==> src/rtl/sound_frame_sequencer_pkg.sv <==
// Shared constants and step decode for the sound frame sequencer.
// Step masks are indexed by the frame step being left when the divider wraps.
package sound_frame_sequencer_pkg;

  localparam int         SND_DIV_512HZ   = 64453;
  localparam int         SND_CNT_W       = 17;
  localparam logic [7:0] SND_LEN_STEPS   = 8'b0101_0101;
  localparam logic [7:0] SND_SWEEP_STEPS = 8'b0100_0100;
  localparam logic [7:0] SND_ENV_STEPS   = 8'b1000_0000;
  localparam logic [2:0] SND_NR52_FIXED  = 3'b111;

  typedef struct packed {
    logic len;
    logic sweep;
    logic env;
  } tick_t;

  function automatic tick_t decode_step(input logic [2:0] step);
    tick_t t;
    t.len   = SND_LEN_STEPS[step];
    t.sweep = SND_SWEEP_STEPS[step];
    t.env   = SND_ENV_STEPS[step];
    return t;
  endfunction

endpackage

==> src/rtl/sound_tick_divider.sv <==
// Modulo-DIV counter with enable and synchronous clear.
// wrap is combinational: high on the enabled cycle where the count is DIV-1.
module sound_tick_divider #(
  parameter int DIV = 64453,
  parameter int W   = 17
) (
  input  logic I_CLK33MHZ,
  input  logic clr,
  input  logic en,
  output logic wrap
);

  localparam logic [W-1:0] LAST = W'(DIV - 1);

  logic [W-1:0] cnt;

  assign wrap = en & (cnt == LAST);

  always_ff @(posedge I_CLK33MHZ) begin
    if (clr || wrap) begin
      cnt <= '0;
    end else if (en) begin
      cnt <= cnt + 1'b1;
    end
  end

endmodule

==> src/rtl/sound_frame_sequencer.sv <==
// 512 Hz frame sequencer: length/sweep/envelope strobes plus NR52 power gating.
// Strobes are registered and appear the cycle after the divider wraps.
module sound_frame_sequencer
  import sound_frame_sequencer_pkg::*;
#(
  parameter int DIV_512HZ = SND_DIV_512HZ,
  parameter int NUM_CH    = 4
) (
  input  logic              I_CLK33MHZ,
  input  logic              I_RESET,
  input  logic              I_MASTER_EN,
  input  logic [NUM_CH-1:0] I_CH_ON,
  output logic              O_LEN_TICK,
  output logic              O_SWEEP_TICK,
  output logic              O_ENV_TICK,
  output logic [2:0]        O_STEP,
  output logic              O_APU_CLEAR,
  output logic [7:0]        O_NR52_STATUS
);

  logic       master_q;
  logic       run;
  logic       fall;
  logic       wrap;
  logic       clear_q;
  logic [2:0] step_q;
  tick_t      tick_q;

  // Counting only while power stays on; a falling edge zeroes everything at once.
  assign run  = master_q & I_MASTER_EN;
  assign fall = master_q & ~I_MASTER_EN;

  sound_tick_divider #(
    .DIV (DIV_512HZ),
    .W   (SND_CNT_W)
  ) u_div (
    .I_CLK33MHZ (I_CLK33MHZ),
    .clr        (I_RESET | ~run),
    .en         (run),
    .wrap       (wrap)
  );

  always_ff @(posedge I_CLK33MHZ) begin
    if (I_RESET) begin
      master_q <= 1'b0;
      clear_q  <= 1'b0;
      step_q   <= 3'd0;
      tick_q   <= '0;
    end else begin
      master_q <= I_MASTER_EN;
      clear_q  <= fall;
      tick_q   <= wrap ? decode_step(step_q) : '0;
      if (!run) begin
        step_q <= 3'd0;
      end else if (wrap) begin
        step_q <= step_q + 3'd1;
      end
    end
  end

  assign O_LEN_TICK    = tick_q.len;
  assign O_SWEEP_TICK  = tick_q.sweep;
  assign O_ENV_TICK    = tick_q.env;
  assign O_STEP        = step_q;
  assign O_APU_CLEAR   = clear_q;
  assign O_NR52_STATUS = {master_q, SND_NR52_FIXED, I_CH_ON & {NUM_CH{master_q}}};

endmodule
==> config.mk <==
export PLATFORM = sky130hd
export DESIGN_NAME = sound_frame_sequencer
export DESIGN_NICKNAME = d
export VERILOG_FILES = /design/src/rtl/sound_frame_sequencer_pkg.sv /design/src/rtl/sound_tick_divider.sv /design/src/rtl/sound_frame_sequencer.sv
export SDC_FILE = /design/constraint.sdc
export NUM_CORES = 1
export LEC_CHECK = 0
export ABC_AREA = 1
export BUFFER_PORTS_ARGS = -buffer_cell sky130_fd_sc_hd__buf_2
export CORE_MARGIN = 10
export CORE_UTILIZATION = 50
export DETAILED_ROUTE_END_ITERATION = 12
export PLACE_DENSITY = 0.79
export SYNTH_ARGS = -nofsm -noshare
export SYNTH_HDL_FRONTEND = slang
export SYNTH_HIERARCHICAL = 1
export SYNTH_SLANG_ARGS = --single-unit
==> constraint.sdc <==
create_clock -name I_CLK33MHZ -period 3.2 [get_ports I_CLK33MHZ]
set_input_delay 0.32 -clock I_CLK33MHZ [delete_from_list [all_inputs] [get_ports I_CLK33MHZ]]
set_output_delay 0.32 -clock I_CLK33MHZ [all_outputs]
set_load 0.05 [all_outputs]
# After elaboration in Yosys (flattened, before gate mapping)
# Memories as Yosys holds them, arrays and structs flattened. A register that Yosys moved wholly into a read port is not among the register bits.
# Index checks and enable logic that the tools add are counted.
dict set report totals {
  register_bits 22
  mem_bits_ro 24
  in_bits 7
  out_inout_bits 15
  word_cells 21
  n_memories 3
}
# memory words word_bits read_ports rd_clocked_by_memory_dff wr line
set mem_list {}
lappend mem_list {{(no name shown)} 8 1 1 1 0 sound_frame_sequencer_pkg.sv:22} ;# t.env = SND_ENV_STEPS[step];
lappend mem_list {{(no name shown)} 8 1 1 1 0 sound_frame_sequencer_pkg.sv:21} ;# t.sweep = SND_SWEEP_STEPS[step];
lappend mem_list {{(no name shown)} 8 1 1 1 0 sound_frame_sequencer_pkg.sv:20} ;# t.len = SND_LEN_STEPS[step];
dict set report op_classes {
  n_addsub 2
  eq_ne 1
  bitwise 8
  n_reduce_logical 3
}
# op n
set ops {}
lappend ops {{$add 17x1->17 const B} 1}
lappend ops {{$eq 17x16->1 const B} 1}
lappend ops {{$and 4x4->4} 1}
lappend ops {{$reduce_or 2->1} 2}
lappend ops {{$add 3x1->3 const B} 1}
lappend ops {{$and 1x1->1} 3}
lappend ops {{$not 1->1} 3}
lappend ops {{$logic_or 1x1->1} 1}
lappend ops {{$or 1x1->1} 1}

# Logic depth before layout (Yosys ltp)
# Gate-level depths: netlist (run 1).
dict set report logic_depth {
  ltp_word 4
  depth_mapped 13
  depth_no_buf 13
}

# Cells and area by module
# The synthesis (run 1) kept the hierarchy.
# module n_inst cells_each area_per_inst_um2 seq_area_each_um2
set by_module_without_submodules {}
lappend by_module_without_submodules {sound_tick_divider 1 144 968.4 340.3}
lappend by_module_without_submodules {sound_frame_sequencer 1 56 385.4 160.2}

# Worst setup path after synthesis (run 1)
# OpenSTA, ideal clock, no wires.
dict set report synth_timing {
  kind {reg2reg}
  start {reg step_q[0] (netlist: O_STEP[0])}
  end {reg step_q[1] (netlist: O_STEP[1])}
  setup_ns 0.109
  arrival_time_ns 1.279
  required_time_ns 3.091
  slack_ns 1.812
  stages_incl_launch_ff 8
  path_buffers 0
  synth_period_minus_slack_ns 1.388
  cell_sequence {dfxtp_1 -> inv_1 -> ha_1 -> inv_1 -> nand2_1 -> nand2_1 -> nand2_1 -> inv_1}
}
dict set report synth_between {
  elab_chain_len 1
}
# item line
set synth_rtl {}
lappend synth_rtl {{start, declared} sound_frame_sequencer.sv:26} ;# logic [2:0] step_q;
lappend synth_rtl {{start signal, assigned} sound_frame_sequencer.sv:56} ;# step_q <= step_q + 3'd1;
lappend synth_rtl {{$add 3x1->3} sound_frame_sequencer.sv:56}
# Every way passes these cells.
# A chain may end at the register's enable or synchronous reset.

# Final worst setup path (run 1)
dict set report layout_timing {
  start {reg master_q}
  end {reg step_q[1] (netlist: O_STEP[1])}
}
dict set report layout_between {
  elab_cells_between_ends 4
  cone_classes {3 x bitwise; 1 x reduce/logical}
}
# item line
set layout_rtl {}
lappend layout_rtl {{start, declared} sound_frame_sequencer.sv:21} ;# logic master_q;
lappend layout_rtl {{start signal, assigned} sound_frame_sequencer.sv:45} ;# master_q <= 1'b0;
lappend layout_rtl {{start signal, assigned} sound_frame_sequencer.sv:50} ;# master_q <= I_MASTER_EN;
lappend layout_rtl {{$and 1x1->1} sound_frame_sequencer.sv:30} ;# assign run = master_q & I_MASTER_EN;
lappend layout_rtl {{net run} sound_frame_sequencer.sv:22} ;# logic run;
lappend layout_rtl {{$and 1x1->1} sound_tick_divider.sv:17} ;# assign wrap = en & (cnt == LAST);
lappend layout_rtl {{net wrap} sound_frame_sequencer.sv:24} ;# logic wrap;
# The timed path passes the listed nets, and every way through them passes these cells.

==> key figures, run 1 <==
Worst setup path
  • Endpoint type of the worst setup path: register
  • Nature of the critical path startpoint: register
  • R2r worst-path depth: 11
  • WP data arrival: 1.87 ns
  • Worst Path Max Fanout: 12
  • CP required: 3.42 ns
  • Kind of critical path: register to register

Finish
  • Multi-input logic area: 692 um2
  • Commonest non-fill, non-tap cell in the layout: nand2_1
  • Share of layout cells above drive strength 1: 17.4%
  • FF+latch area: 500 um2
  • Synth-to-layout area growth: 8.32%
  • Final #Nets: 230
  • Most frequent cells in the layout: nand2_1 (48), nor2_1 (31), inv_1 (29)
  • Layout Utilization: 58.1%
  • Fill count: 249
  • N_diodes: 0

Global routing
  • Largest net degree at the start of global routing: 15
  • Total global-route track usage: 10.3%
  • Number of global-route vias before repair: 1122
  • Global-route wire length before repair: 4.61 mm
  • Grt ovf: 0
  • Initial antenna violation count: 0

Placement
  • # port buffers: 18
  • DP HPWL: 1.99 mm
  • Placer Congestion: 0.865

Power and ir drop
  • PD cells: 330 mW/mm2
  • P_leak: 0.000675 uW
  • Peak VDD IR: 0.000283 V

Die
  • Core area: 0.00252 mm2
  • Die Height: 72.0 um
  • Starting density of the core: 53.7%
  • Die Wd: 72.0 um
  • Die Footprint: 0.00519 mm2
  • Std cell rows: 18
  • Num ports: 22

Clock tree
  • Setup bufs post-CTS: 0
  • CTS Sinks: 25
  • CTS max path bufs: 2
  • Cts repair resizes: 0
  • CTS clk-pin slew, worst paths: 0.12 ns
  • CTS root buf: clkbuf_4
  • TritonCTS clock tree: yes
  • H-tree depth: 1
  • Clk_lat worst skew: 0.31 ns
  • CTS Buf Count: 3
  • Hold-fix buffer count after cts: 0

STA
  • Fin Setup TNS: 0 ns
  • FMAX: 0.606 GHz
  • Max-slew violations: 0
  • Final hold violations: 0
  • Setup violators final: 0
  • Final Critical Period: 1.65 ns
  • Worst Clk Skew: 0.00827 ns
  • Part of the cycle the worst path needs: 51.6%
  • RSZ-0062 raised after global routing: no

Synthesis
  • Mux cell area share after synthesis: 0%
  • Post-synthesis adder-cell area fraction: 3.70%
  • Synth Area in Compound Gates: 2.59%
  • Post-synthesis sequential area ratio: 37.0%
  • Syn. warnings: 6
  • Ys flop type: dfxtp_1
  • Synth unique cells: 23
  • Synthesized area: 0.00135 mm2
  • Ys async rst share: 0%
  • Flops & latches, synth: 25
  • Synth Instances: 200
  • Post-Synth Simple-Gate Area: 39.5%
  • Syn_area_per_cell: 6.77 um2
  • Number of synthesized flops with an enable pin: 0
  • Synth Area in XOR/XNOR: 4.53%
  • Largest family of logic cells by synthesized area: simple AND/OR/NAND/NOR gates

Drt
  • Routed via count: 1163
  • DR WL/cell: 9.97 um
  • DR pass1 iterations: 4
  • Total routed wirelength: 2.47 mm
  • Vias per cell: 4.69
  • DR iter-0 viols: 88
  • DRC: 0
  • Final ANT Viol Nets: 0

Run status
  • Outcome: completed

Hold path
  • Hold/Removal Path Class: input pin to register
  • Hold depth: 2

Flow run
  • Total of max-cap violations: 0
-- metrics by stage --
step                total power (uW)  std cells  setup WS (ns)  hold slack [ns]  cell area [um2]
finish                           484        248           1.55            0.189             1470
global route                     513        248           1.29            0.175             1470
CTS                              493        248           1.55            0.171             1470
detailed placement               357        244           1.57            0.486             1440
global placement                 356        244           1.63            0.486             1440
floorplan                        352        202           1.81            0.391             1360
-- cell usage after synthesis, types with 2 or more instances --
library cell | number | area share, %
nand2_4 | 2 | 1.7
nor2_2 | 8 | 3.7
inv_2 | 2 | 0.55
nor3_1 | 3 | 1.1
nand2_1 | 48 | 13
nor2_1 | 31 | 8.6
a21oi_1 | 6 | 2.2
buf_4 | 5 | 2.8
xor2_1 | 6 | 3.9
nand2_2 | 3 | 1.4
nand4_1 | 3 | 1.4
ha_1 | 4 | 3.7
dfxtp_1 | 25 | 37
inv_1 | 29 | 8.0
nand3_1 | 17 | 6.3
-- path summary, 6_finish.rpt --
check	startpoint	to	slack [ns]
worst min register to register	O_STEP[2]	O_ENV_TICK	0.51
worst max register to register	master_q	O_STEP[1]	1.55
worst max-delay path	master_q	O_STEP[1]	1.55
worst min-delay path	I_MASTER_EN	O_APU_CLEAR	0.19
-- cell families (layout without fill, tap and decap cells) --
| family | after synthesis | count (layout) |
|---|---|---|
| flip-flops | 25 | 25 |
| AO/OA/AOI/OAI | 7 | 7 |
| AND/OR/NAND/NOR | 118 | 118 |
| adder cells (fa/ha/maj) | 4 | 4 |
| XOR/XNOR | 7 | 7 |
| buffers and inverters | 38 | 54 |
| other | 1 | 3 |
-- worst max-delay path: stages, from the launching register on --
cell and delay [ns]:
dfxtp_1 0.45, nand2_2 0.09, inv_2 0.19, nand3_1 0.12
nor2_2 0.15, nand3_2 0.14, inv_1 0.17, inv_1 0.07
nand2_1 0.06, nand2_1 0.04, nand2_1 0.05, inv_1 0.03
-- final cells by class --
type                    instances  area share, %
clock buffers                   4           1.79
inverters                      32           8.19
multi-input cells             139           47.2
flip-flops and latches         25           34.1
well taps                      30           2.56
repair buffers                 18           6.14
-- state kept, by name, summed over array words and instances (netlist names) --
name and flops:
O_SWEEP_TICK 1, O_APU_CLEAR 1, O_ENV_TICK 1, master_q 1
O_LEN_TICK 1, O_STEP 3, u_div/cnt 17
-- power by group --
| part | switching (uW) | leakage, uW | internal (uW) | total, uW |
|---|---|---|---|---|
| logic | 28.8 | 0.000458 | 7.19 | 36.0 |
| clock network | 86.0 | 0.0000150 | 48.7 | 135 |
| registers | 1.28 | 0.000202 | 312 | 314 |
| total | 116 | 0.000675 | 368 | 484 |
-- layer usage --
layer  track usage [%]  part of all wire [%]  up-vias  routed length, um
li1                  -                     -      640                  -
met1              12.5                    49      489               1210
met2              16.3                    43       32               1060
met3              4.63                   7.8        2                192
met4              2.58                  0.49        0                 12
met5                 0                     0        -                  0
(Power assumes the default switching activity.)
==> inputs of run 2 (changes only) <==
Settings changed: ABC_AREA 1 to 0, PLACE_DENSITY 0.79 to 0.8.
Clock period 3.2 ns to 1.7 ns, I/O delays scaled along.
==> run 2 against run 1 <==
  * First-iteration DRC count is 67% lower
  * Count of clock-buffer cells in the layout stayed put
  * Setup slack worse by 1.5 ns
  * Maximum frequency is 2.7% higher
  * Highest routed layer unchanged
==> key figures, run 2 <==
Worst setup path
  • WP data arrival: 1.85 ns
  • Crit Reg-Reg Startpoint: u_div/cnt[8]
  • Endpoint type of the worst setup path: register
  • Reg-to-Reg End: u_div/cnt[15]
  • Nature of the critical path startpoint: register
  • Kind of critical path: register to register
  • Flop2flop setup slack: 0.09 ns
  • CP required: 1.95 ns
  • Worst Path Max Fanout: 3
  • R2r worst-path depth: 4

Synthesis
  • Synth Instances: 130
  • Syn_area_per_cell: 9.10 um2
  • Syn. warnings: 6
  • Post-synthesis sequential area ratio: 42.3%
  • Synth unique cells: 34
  • Synthesized area: 0.00118 mm2
  • Synth top area cells: dfxtp_1 (42%), xnor2_1 (8.1%), nor2_1 (7.3%)
  • Number of synthesized flops with an enable pin: 0
  • Count leader, synth: dfxtp_1
  • Yosys top cell area share: 42.3%
  • Flops & latches, synth: 25
  • Ys async rst share: 0%
  • Ys flop type: dfxtp_1
  • Cell taking the most area after synthesis: dfxtp_1
  • Commonest cells in the netlist: dfxtp_1 (25), nor2_1 (23), xnor2_1 (11)

Die
  • Starting density of the core: 53.0%
  • Std cell rows: 17
  • Die Footprint: 0.00471 mm2
  • Core area: 0.00223 mm2
  • Die Wd: 68.7 um
  • Die Height: 68.7 um
  • Num ports: 22

Hold path
  • Hold depth: 2
  • Hold_sp: I_RESET
  • Min-Delay Endpoint: master_q
  • Hold/Removal Path Class: input pin to register

Power and ir drop
  • PD cells: 639 mW/mm2
  • P_leak: 0.000535 uW
  • Peak VDD IR: 0.000379 V

Placement
  • Placer Congestion: 0.776
  • Cell Area, Placed: 0.00136 mm2
  • DP HPWL: 1.88 mm
  • # port buffers: 18
  • Placed cells: 182
  • Dpl ws: 0.0574 ns

Global routing
  • Initial antenna violation count: 0
  • Total global-route track usage: 10.7%
  • Global-route wire length before repair: 4.05 mm
  • Number of global-route vias before repair: 966
  • Grt ovf: 0
  • Largest net degree at the start of global routing: 18

STA
  • Max-slew violations: 0
  • Setup ws final: 0.0929 ns
  • Final hold violations: 0
  • Setup violators final: 0
  • Worst Clk Skew: 0.00467 ns
  • Part of the cycle the worst path needs: 94.5%
  • FMAX: 0.622 GHz
  • Final Critical Period: 1.61 ns

Clock tree
  • TritonCTS clock tree: yes
  • CTS Buf Count: 3
  • Clk_lat worst skew: 0.31 ns
  • H-tree depth: 1
  • CTS Sinks: 25
  • CTS clk-pin slew, worst paths: 0.12 ns
  • CTS max path bufs: 2
  • Hold-fix buffer count after cts: 0
  • CTS root buf: clkbuf_4

Finish
  • Commonest non-fill, non-tap cell in the layout: nor2_1
  • Final #Nets: 171
  • Most flops, register: u_div/cnt
  • Max reg flops: 17
  • Share of layout cells above drive strength 1: 32.7%
  • Most frequent cells in the layout: nor2_1 (23), buf_2 (18), dfxtp_1 (17)
  • N_diodes: 0
  • Synth-to-layout area growth: 20.4%
  • Final non-filler cell total: 187
  • Design Area, Final: 0.00143 mm2

Drt
  • Final ANT Viol Nets: 0
  • DRC: 0
  • Vias per cell: 5.23
  • DR WL/cell: 13.1 um
  • Total routed wirelength: 2.46 mm
  • DR pass1 iterations: 4
  • Routed via count: 978
  • DR iter-0 viols: 29

Run status
  • Outcome: completed

Flow run
  • Total of max-cap violations: 0
## run 2: cell count changes after synthesis, sizes merged, moves of 3 or more
| cell | change |
|---|---|
| nor4 | +3 |
| inv | -25 |
| and2 | +5 |
| nor3 | +3 |
| a21oi | -3 |
| nand4 | +3 |
| nor2 | -17 |
| nand2 | -49 |
| xnor2 | +10 |
| nand3 | -12 |
## run 2: cell type report
class                      instances  area [um2]
tap                               28        35.0
fill                             198         808
inverter                           6        22.5
multi-input combinational         94         643
clock buffer                       4        26.3
timing repair buffer              30         180
sequential                        25         518
## run 2: worst max-delay path by stage
stage,start,endpoint,slack [ns],cells past startpoint
2_1_floorplan,master_q,u_div/cnt[16],0.06,6
3_3_place_gp,I_MASTER_EN,u_div/cnt[15],0.11,6
3_5_place_dp,I_MASTER_EN,u_div/cnt[15],0.06,6
4_1_cts,master_q,u_div/cnt[15],0.01,5
5_1_grt,u_div/cnt[0],O_ENV_TICK,-0.02,7
6_report,u_div/cnt[8],u_div/cnt[15],0.09,4
## run 2: repair_timing
item,in CTS,in global routing
setup buffers,0,1
setup endpoints to repair,0,7
resized for setup,0,11
endpoints found under the hold margin,0,0
## run 2: cells by family (layout without fill, tap and decap cells)
logic type / count (synthesis) / after routing / share of synthesized area [%]
XOR/XNOR: 15 / 15 / 11.1
AND/OR/NAND/NOR: 63 / 63 / 30.9
AO/OA/AOI/OAI: 8 / 8 / 4.76
buffers and inverters: 13 / 40 / 5.60
flip-flops: 25 / 25 / 42.3
multiplexers: 1 / 1 / 0.846
adder cells (fa/ha/maj): 4 / 4 / 4.23
other: 1 / 3 / 0.317
## run 2: critical path, stage by stage (launching register included)
cell,delay (ns)
dfxtp_2,0.37
nand4_2,0.14
or4_4,0.56
or3_1,0.33
a21oi_1,0.15
## run 2: report_power, final
| group | leakage, uW | switching, uW | internal [uW] |
|---|---|---|---|
| sequential | 0.000206 | 1.09 | 584 |
| combinational | 0.000314 | 52.1 | 20.0 |
| clock | 0.0000150 | 162 | 91.6 |
## run 2: metrics by stage
step	hold slack, ns	utilization (%)	total power [uW]	setup TNS [ns]
floorplan	0.232	-	660	0
global placement	0.376	61.1	670	0
detailed placement	0.384	61.1	672	0
CTS	0.0410	62.2	925	0
global route	0.0446	63.8	957	-0.0155
finish	0.0479	63.8	910	0
## run 2: metal layers
| layer | vias up | global-route usage (%) | wire [um] |
|---|---|---|---|
| met1 | 472 | 11.3 | 963 |
| met2 | 12 | 20.4 | 1350 |
| met3 | 4 | 2.42 | 117 |
| met4 | 0 | 3.52 | 24 |
| li1 | 490 | - | - |
| met5 | - | 0 | 0 |
